--- src/rtl/mdu_seq.sv ---
// mdu_seq: iterative RV32M multiply/divide unit.
// Runs all eight M-extension operations in a fixed 33-cycle latency and
// returns the result with a write strobe for the register unit.
//
// Ports:
//   CLK, RST       clock, synchronous active-high reset
//   Start, Funct3  request and operation select (sampled when not in CALC)
//   RFrs1, RFrs2   operand A (multiplicand/dividend), operand B
//   rdIn           destination register index
//   Busy, Done     handshake: Busy in CALC/DONE, Done one-cycle result valid
//   Result, rdOut  registered result and latched destination
//   RFWr           register write enable (Done && rdOut != 0)
//
// state | meaning
// IDLE  | waiting for Start
// CALC  | 32 shift/add or restoring-divide steps, then one sign-fix cycle
// DONE  | Result valid for one cycle; a Start here begins the next op
module mdu_seq #(
  parameter int XLEN = 32
) (
  input  logic            CLK,
  input  logic            RST,
  input  logic            Start,
  input  logic [2:0]      Funct3,
  input  logic [XLEN-1:0] RFrs1,
  input  logic [XLEN-1:0] RFrs2,
  input  logic [4:0]      rdIn,
  output logic            Busy,
  output logic            Done,
  output logic [XLEN-1:0] Result,
  output logic [4:0]      rdOut,
  output logic            RFWr
);

  typedef enum logic [1:0] {S_IDLE, S_CALC, S_DONE} state_e;

  state_e            state_q, state_d;
  logic [5:0]        cnt_q;
  logic [2:0]        op_q;
  logic [4:0]        rd_q;
  logic [XLEN-1:0]   a_q, b_q, result_q;
  logic [2*XLEN-1:0] acc_q;
  logic              neg_q;

  logic              accept, steps_done;
  logic              a_sgn, b_sgn, neg_d;
  logic [XLEN-1:0]   a_mag, b_mag;
  logic [XLEN:0]     mul_sum, div_shift, div_diff;
  logic [2*XLEN-1:0] acc_step, prod_fix;
  logic [XLEN-1:0]   quo, rem, res_fix;

  // A request in DONE is accepted so that a held Start gives back-to-back ops.
  assign accept     = Start && (state_q != S_CALC);
  assign steps_done = (cnt_q == 6'd32);

  // Operand conditioning at the accept edge.
  always_comb begin
    a_sgn = RFrs1[XLEN-1] && ((Funct3 == 3'b001) || (Funct3 == 3'b010) ||
                              (Funct3[2] && !Funct3[0]));
    b_sgn = RFrs2[XLEN-1] && ((Funct3 == 3'b001) || (Funct3[2] && !Funct3[0]));
    a_mag = a_sgn ? -RFrs1 : RFrs1;
    b_mag = b_sgn ? -RFrs2 : RFrs2;
    if (!Funct3[2])
      neg_d = a_sgn ^ b_sgn;
    else if (!Funct3[1])
      // A zero divisor must leave the all-ones quotient unsigned.
      neg_d = (a_sgn ^ b_sgn) && (RFrs2 != '0);
    else
      neg_d = a_sgn;
  end

  // One iteration. Multiply: acc = {product_hi, multiplier}, shift right.
  // Divide: acc = {remainder, dividend/quotient}, shift left, quotient in LSB.
  always_comb begin
    mul_sum   = {1'b0, acc_q[2*XLEN-1:XLEN]} + {1'b0, (acc_q[0] ? a_q : '0)};
    div_shift = acc_q[2*XLEN-1:XLEN-1];
    div_diff  = div_shift - {1'b0, b_q};
    acc_step  = acc_q;
    if (!op_q[2])
      acc_step = {mul_sum, acc_q[XLEN-1:1]};
    else if (!div_diff[XLEN])
      acc_step = {div_diff[XLEN-1:0], acc_q[XLEN-2:0], 1'b1};
    else
      acc_step = {div_shift[XLEN-1:0], acc_q[XLEN-2:0], 1'b0};
  end

  // Sign correction and result selection, registered on entry to DONE.
  always_comb begin
    prod_fix = neg_q ? -acc_q : acc_q;
    quo      = acc_q[XLEN-1:0];
    rem      = acc_q[2*XLEN-1:XLEN];
    case (op_q)
      3'b000:         res_fix = acc_q[XLEN-1:0];
      3'b100, 3'b101: res_fix = neg_q ? -quo : quo;
      3'b110, 3'b111: res_fix = neg_q ? -rem : rem;
      default:        res_fix = prod_fix[2*XLEN-1:XLEN];
    endcase
  end

  always_ff @(posedge CLK) begin
    if (RST) state_q <= S_IDLE;
    else     state_q <= state_d;
  end

  always_comb begin
    state_d = state_q;
    case (state_q)
      S_IDLE:  if (Start) state_d = S_CALC;
      S_CALC:  if (steps_done) state_d = S_DONE;
      S_DONE:  state_d = Start ? S_CALC : S_IDLE;
      default: state_d = S_IDLE;
    endcase
  end

  always_comb begin
    Busy   = (state_q != S_IDLE);
    Done   = (state_q == S_DONE);
    RFWr   = Done && (rd_q != 5'd0);
    Result = result_q;
    rdOut  = rd_q;
  end

  always_ff @(posedge CLK) begin
    if (RST) begin
      cnt_q    <= '0;
      op_q     <= '0;
      rd_q     <= '0;
      a_q      <= '0;
      b_q      <= '0;
      acc_q    <= '0;
      neg_q    <= 1'b0;
      result_q <= '0;
    end else if (accept) begin
      cnt_q <= '0;
      op_q  <= Funct3;
      rd_q  <= rdIn;
      a_q   <= a_mag;
      b_q   <= b_mag;
      neg_q <= neg_d;
      acc_q <= Funct3[2] ? {{XLEN{1'b0}}, a_mag} : {{XLEN{1'b0}}, b_mag};
    end else if (state_q == S_CALC) begin
      if (!steps_done) begin
        acc_q <= acc_step;
        cnt_q <= cnt_q + 6'd1;
      end else begin
        result_q <= res_fix;
      end
    end
  end

endmodule

--- config.mk ---
export PLATFORM = sky130hd
export DESIGN_NAME = mdu_seq
export DESIGN_NICKNAME = d
export VERILOG_FILES = /design/src/rtl/mdu_seq.sv
export SDC_FILE = /design/constraint.sdc
export NUM_CORES = 1
export LEC_CHECK = 0
export CAP_MARGIN = 10
export CELL_PAD_IN_SITES_DETAIL_PLACEMENT = 1
export CELL_PAD_IN_SITES_GLOBAL_PLACEMENT = 1
export CORE_AREA = 2 2 186 188
export DETAILED_ROUTE_END_ITERATION = 8
export DIE_AREA = 0 0 188 190
export HOLD_SLACK_MARGIN = 0.05
export PLACE_DENSITY = 0.82
export SYNTH_ARGS = -nofsm -noshare
export SYNTH_HDL_FRONTEND = slang
export SYNTH_SLANG_ARGS = --single-unit
export TNS_END_PERCENT = 30
--- constraint.sdc ---
create_clock -name CLK -period 5.8 [get_ports CLK]
set_input_delay 1.74 -clock CLK [delete_from_list [all_inputs] [get_ports CLK]]
set_output_delay 1.74 -clock CLK [all_outputs]
set_load 0.05 [all_outputs]
==> results.toml, run 1 <==
[outcome]
status = "complete, no violations"

[detailed_routing]
route.vias.total = 16213
vias_per_cell = 6.40
routed_wl_um = 61900
routedWlPerCell_um = 24.4
drc = 0
firstDrtPassIters = 7
first_iter_violations = 1504
postRouteAntennaNets = 0

[clock_network]
cts_max_level = 4
post_cts_resized = 0
path_clk_slew_ns = 0.08
hold_buffers = 0
cts_inserted_buffers = 17
insertion_delay_ns = 0.48
root_buffer = "clkbuf_16"
cts_tree = "yes"
cts_setup_buffers = 0
cts_sinks = 177
clockBufferDepth = 2

[run]
drv_cap = 0

[sta]
fin_crit_sh_pct = 83.2
max_freq_ghz = 0.207
worst_pin_slew_ns = 0.930
post-route-min-period_ns = 4.83
relSlewSlack_pct = 37.6
rsz0062_at_grt = "no"
fin_setup_tns_ns = 0
setup_viol = 0
whs_ns = 0.446
finalHoldViolations = 0
drv_slew = 0
clock_skew_ns = 0.0154

[critical_path]
r2r-end = "acc_q[62]"
crit_path_end_kind = "flop"
cp.arrival_ns = 5.17
critPathKind = "in2reg"
regToRegStartpoint = "acc_q[31]"
startpoint_type = "input pin"
rr_worst_depth = 14
crit_fanout = 6
cpPeakStageDelay_ns = 0.60
path_cells = "clkdlybuf4s50_1, nor4_1, nand3_1, nor4_1, nand2_1, nor3_1, nor2_1, xnor2_1, mux2i_1, a21oi_1, nor2_1"
cp_slowest_cell = "nor4_1"
reg2reg_slack_ns = 1.56
worstPathRequired_ns = 6.14

[global_route]
grt_pass1_wl_um = 95300
antenna_found_initial = 1
grt-ovfl-total = 0
grt_pass1_vias = 16095
grtUsageTotal_pct = 34.6
grt_max_degree = 75

[synth]
yosysWarnings = 0
ys_ff_latch = 177
synth_top_area_share_pct = 23.7
async_flop_share_pct = 0
netlist_instances = 2060
ys.flop_type = "dfxtp_1"
syn_avg_cell_area_um2 = 7.27
yosys.cell_types.count = 71
synth_edf_count = 0
yosysSeqAreaShare_pct = 23.7
synth_area_leader_cell = "dfxtp_1"
ys_top_cells_by_area = "dfxtp_1 24%, a21oi_1 6.1%, ha_1 5.8%"
synth_nets = 2207
syn-cell-area_um2 = 15000

[power]
power_density_nw_per_um2 = 221
vdd_drop_max_mv = 0.222
p_leak_uw = 0.00646

[floorplan]
fp.dieW_um = 188
die_y_um = 190
ios = 115
die-area_um2 = 35700
start_util_pct = 44.1
fp-row-count = 68
core-area_um2 = 33900

[cells_and_area]
final_cells = 2532
layout-drive-gt1-share_pct = 4.53
fin_nets = 2210
area_growth_syn_to_layout_pct = 12.8
final_cell_mix = "203 x nand2_1, 196 x nor2_1, 181 x a21oi_1"
layout_commonest_cell = "nand2_1"
design_area_um2 = 16900

[hold_path]
min_to = "Result[12]"
hold_path.class = "reg2reg"
hold_start = "Result[12]"
hold_depth = 2

[placement]
hpwl_um = 47300
gp_congestion = 0.985
portBuffers = 114
placed_cells = 2499
placed_area_um2 = 16300
## sequential cells by signal, summed over array words and instances (netlist names)
register and flops:
a_q 32, cnt_q 6, state_q 2, acc_q 64
op_q 3, b_q 32, Result 32, neg_q 1
rdOut 5
## worst max-delay path: cells and delay by family
kind | cells | cell delay [ns]
AO/OA/AOI/OAI | 1 | 0.18
XOR/XNOR | 1 | 0.22
buffers and inverters | 1 | 0.48
multiplexers | 1 | 0.10
AND/OR/NAND/NOR | 7 | 2.44
## synthesized netlist by cell type, types with 6 or more instances
library cell and count:
a31oi_1 17, a21o_1 43, o31ai_1 23, xnor2_1 95, or2_2 9, xor2_1 84
nor2b_1 8, nand3_1 30, buf_2 7, a211oi_1 79, o21ai_1 6, nor3_1 62
o221ai_1 14, o211ai_1 46, or3_1 26, inv_1 64, o41ai_1 11, nor2_1 198
a221oi_1 9, nand4_1 19, a21oi_1 182, dfxtp_1 177, buf_1 14, ha_1 70
o22ai_1 11, nand2b_1 20, o21a_1 9, o21ai_0 149, and2_1 43, clkbuf_1 137
or4_1 16, nor4_1 18, o21bai_1 6, nand2_1 204, mux2i_1 57, a22oi_1 21
## area by class of cell
type / instances / area, µm²
well taps: 455 / 569
inverters: 65 / 244
clock buffers: 18 / 429
clock inverters: 14 / 146
fillers: 4264 / 17000
diodes: 1 / 2.50
multi-input cells: 1659 / 10600
flip-flops and latches: 177 / 3550
repair buffers: 143 / 1350
## metrics by stage
stage / utilization [%] / setup WS, ns / total power (µW)
6_report: 49.8 / 0.973 / 3730
3_3_place_gp: 48.1 / 0.721 / 2470
2_1_floorplan: - / 1.89 / 2120
3_5_place_dp: 48.1 / 0.627 / 2510
5_1_grt: 49.8 / 0.687 / 3870
4_1_cts: 49.8 / 1.10 / 3700
## metal layers
layer,global-route usage (%),vias to the layer above,wire (µm),share of wire [%]
met3,5.42,151,4760,7.7
li1,-,7459,-,-
met4,16.4,0,2970,4.8
met2,54.0,683,26900,43
met1,46.6,7920,27300,44
met5,0,-,0,0
## how the worst max path moves through the flow
| stage | startpoint | end | slack [ns] | depth (start not counted) |
|---|---|---|---|---|
| 3_3_place_gp | RFrs2[3] | acc_q[27] | 0.72 | 11 |
| 6_report | RFrs2[3] | acc_q[27] | 0.97 | 11 |
| 3_5_place_dp | RFrs2[3] | acc_q[27] | 0.63 | 11 |
| 2_1_floorplan | RFrs2[5] | acc_q[30] | 1.89 | 10 |
| 5_1_grt | RFrs2[3] | acc_q[27] | 0.69 | 11 |
| 4_1_cts | RFrs2[3] | acc_q[27] | 1.10 | 11 |
## kinds of logic after synthesis
family | synth area share, %
multiplexers | 4.11
XOR/XNOR | 10.5
adder cells (fa/ha/maj) | 6.11
AND/OR/NAND/NOR | 21.2
buffers and inverters | 5.72
AO/OA/AOI/OAI | 28.8
flip-flops | 23.7
## power breakdown
group	leakage, µW	internal (µW)	switching, µW
clock	0.000277	608	597
sequential	0.00145	1290	120
combinational	0.00473	404	712
total	0.00646	2300	1430
Note: power is estimated with default switching activity, not from simulation.
==> inputs of run 2 (changes only) <==
Settings changed: CORE_AREA 2 2 186 188 to 2 2 197 199, DIE_AREA 0 0 188 190 to 0 0 199 201, PLACE_DENSITY 0.82 to 0.78.
Clock period 5.8 ns to 4.15 ns, I/O delays scaled along.
==> run 2 against run 1 <==
Effect of this change:
- final cell count grew 6.4%
- largest power group unchanged
- count of clock-buffer cells in the layout rose by 2
- global-route usage decreased by 1.2 points
- utilization shrank 3.2 points
- largest cell class unchanged
- first-iteration DRC count decreased by 0.53%
- wire length rose by 6.8%
- worst hold slack worse by 0.00076 ns
- critical endpoint is now Result[24]
- sequential share of layout area down 1.0 points
- register-to-register slack got worse by 1.3 ns
- flip-flop and latch count did not move
- non-clock buffer count rose by 99
- critical path depth is 1 higher
==> results.toml, run 2 (synthesized netlist as in run 1, its figures left out) <==
[clock_network]
post_cts_resized = 0
cts_setup_buffers = 0
hold_buffers = 0
clockBufferDepth = 2
cts_inserted_buffers = 17
cts_max_level = 4
root_buffer = "clkbuf_16"
cts_sinks = 177
path_clk_slew_ns = 0.07
cts_tree = "yes"
insertion_delay_ns = 0.48

[global_route]
grtUsageTotal_pct = 33.4
grt-ovfl-total = 0
busiest_layer = "met2"
grt_pass1_wl_um = 101000
grt_max_degree = 91
grt_pass1_vias = 16434
met3_usage_pct = 5.78
antenna_found_initial = 1
grt_util_met2_pct = 51.5
use_met1_pct = 46.2

[cells_and_area]
final_cells = 2693
largest_reg_flops = 64
layout_commonest_cell = "nand2_1"
area_growth_syn_to_layout_pct = 18.5
top_register = "acc_q"
fin_nets = 2309
n_antenna_cell = 0
final_cell_mix = "203 x nand2_1, 196 x nor2_1, 181 x a21oi_1"
num-fill-cells = 4700
layout-drive-gt1-share_pct = 8.92

[detailed_routing]
routedWlPerCell_um = 24.6
routed_wl_um = 66100
firstDrtPassIters = 5
route.vias.total = 16447
postRouteAntennaNets = 0
vias_per_cell = 6.11
drc = 0
first_iter_violations = 1496

[floorplan]
core-area_um2 = 38100
die-area_um2 = 40000
fp-row-count = 72
fp.dieW_um = 199
ios = 115
die_y_um = 201
start_util_pct = 39.3

[run]
drv_cap = 0

[critical_path]
cpPeakStageDelay_ns = 0.46
crit_fanout = 8
startpoint_type = "flop"
critical_path.most_common_cell = "or3_1"
critPathKind = "reg2reg"
path_cells = "inv_1, ha_1, or3b_1, or3_1, nand2b_4, or3_1, or3_1, o21ai_0, xor2_1, o221ai_1, a21oi_1, nor3_1"
worstPathRequired_ns = 4.49
crit_path_end_kind = "flop"
cp.arrival_ns = 4.26
cp_slowest_cell = "or3b_1"

[power]
p_leak_uw = 0.00697
vdd_drop_max_mv = 0.331
power_density_nw_per_um2 = 302

[sta]
worst_pin_slew_ns = 1.06
rsz0062_at_grt = "no"
clock_skew_ns = 0.0160
relSlewSlack_pct = 29.0
drv_slew = 0
post-route-min-period_ns = 3.92
fin_crit_sh_pct = 94.4
fin_setup_tns_ns = 0
finalHoldViolations = 0
setup_ws_ns = 0.233
max_freq_ghz = 0.255
setup_viol = 0

[placement]
gp_congestion = 0.975
hpwl_um = 52000
portBuffers = 114
pre_cts_ws_ns = 0.0313
placed_cells = 2661

[hold_path]
hold_path.class = "reg2reg"

[outcome]
status = "complete, no violations"
## run 2: where the power goes
| group | total [µW] | switching [µW] | internal, µW |
|---|---|---|---|
| Clock | 1710 | 773 | 939 |
| Combinational | 1730 | 1100 | 631 |
| Sequential | 1920 | 113 | 1800 |
## run 2: path summary, 6_finish.rpt
path               from          to  slack, ns  cells after the start
max reg2reg   acc_q[33]  Result[24]       0.23                     12
max           acc_q[33]  Result[24]       0.23                     12
min reg2reg  Result[14]  Result[14]       0.45                      2
min          Result[14]  Result[14]       0.45                      2
## run 2: routing by layer
layer	vias up	wire, µm
met2	617	29000
met4	2	2510
met1	8069	30100
li1	7650	-
met5	-	18
met3	109	4470
## run 2: final cells by class
| cell class | instances | area (µm²) | share of cell area (%) |
|---|---|---|---|
| repair buffers | 242 | 2090 | 11.8 |
| inverters | 65 | 244 | 1.37 |
| clock inverters | 12 | 129 | 0.726 |
| multi-input cells | 1659 | 10600 | 59.8 |
| well taps | 518 | 648 | 3.65 |
| clock buffers | 20 | 468 | 2.64 |
| flip-flops and latches | 177 | 3550 | 20.0 |
## run 2: metrics by stage
step	instance area (µm²)	utilization (%)	hold slack, ns	total power (µW)
finish	17800	46.6	0.446	5360
detailed placement	17200	45.0	0.442	3630
CTS	17800	46.6	0.453	5330
global placement	17200	45.0	0.433	3580
floorplan	15000	-	0.432	2960
global route	17800	46.6	0.466	5580
## run 2: critical path: cells and delay by family (launching register included)
kind / cells / cell delay [ns]
fa+ha+maj: 1 / 0.32
compound gates: 3 / 0.81
simple gates: 6 / 1.87
flops: 1 / 0.33
xor+xnor: 1 / 0.39
buf+inv: 1 / 0.08
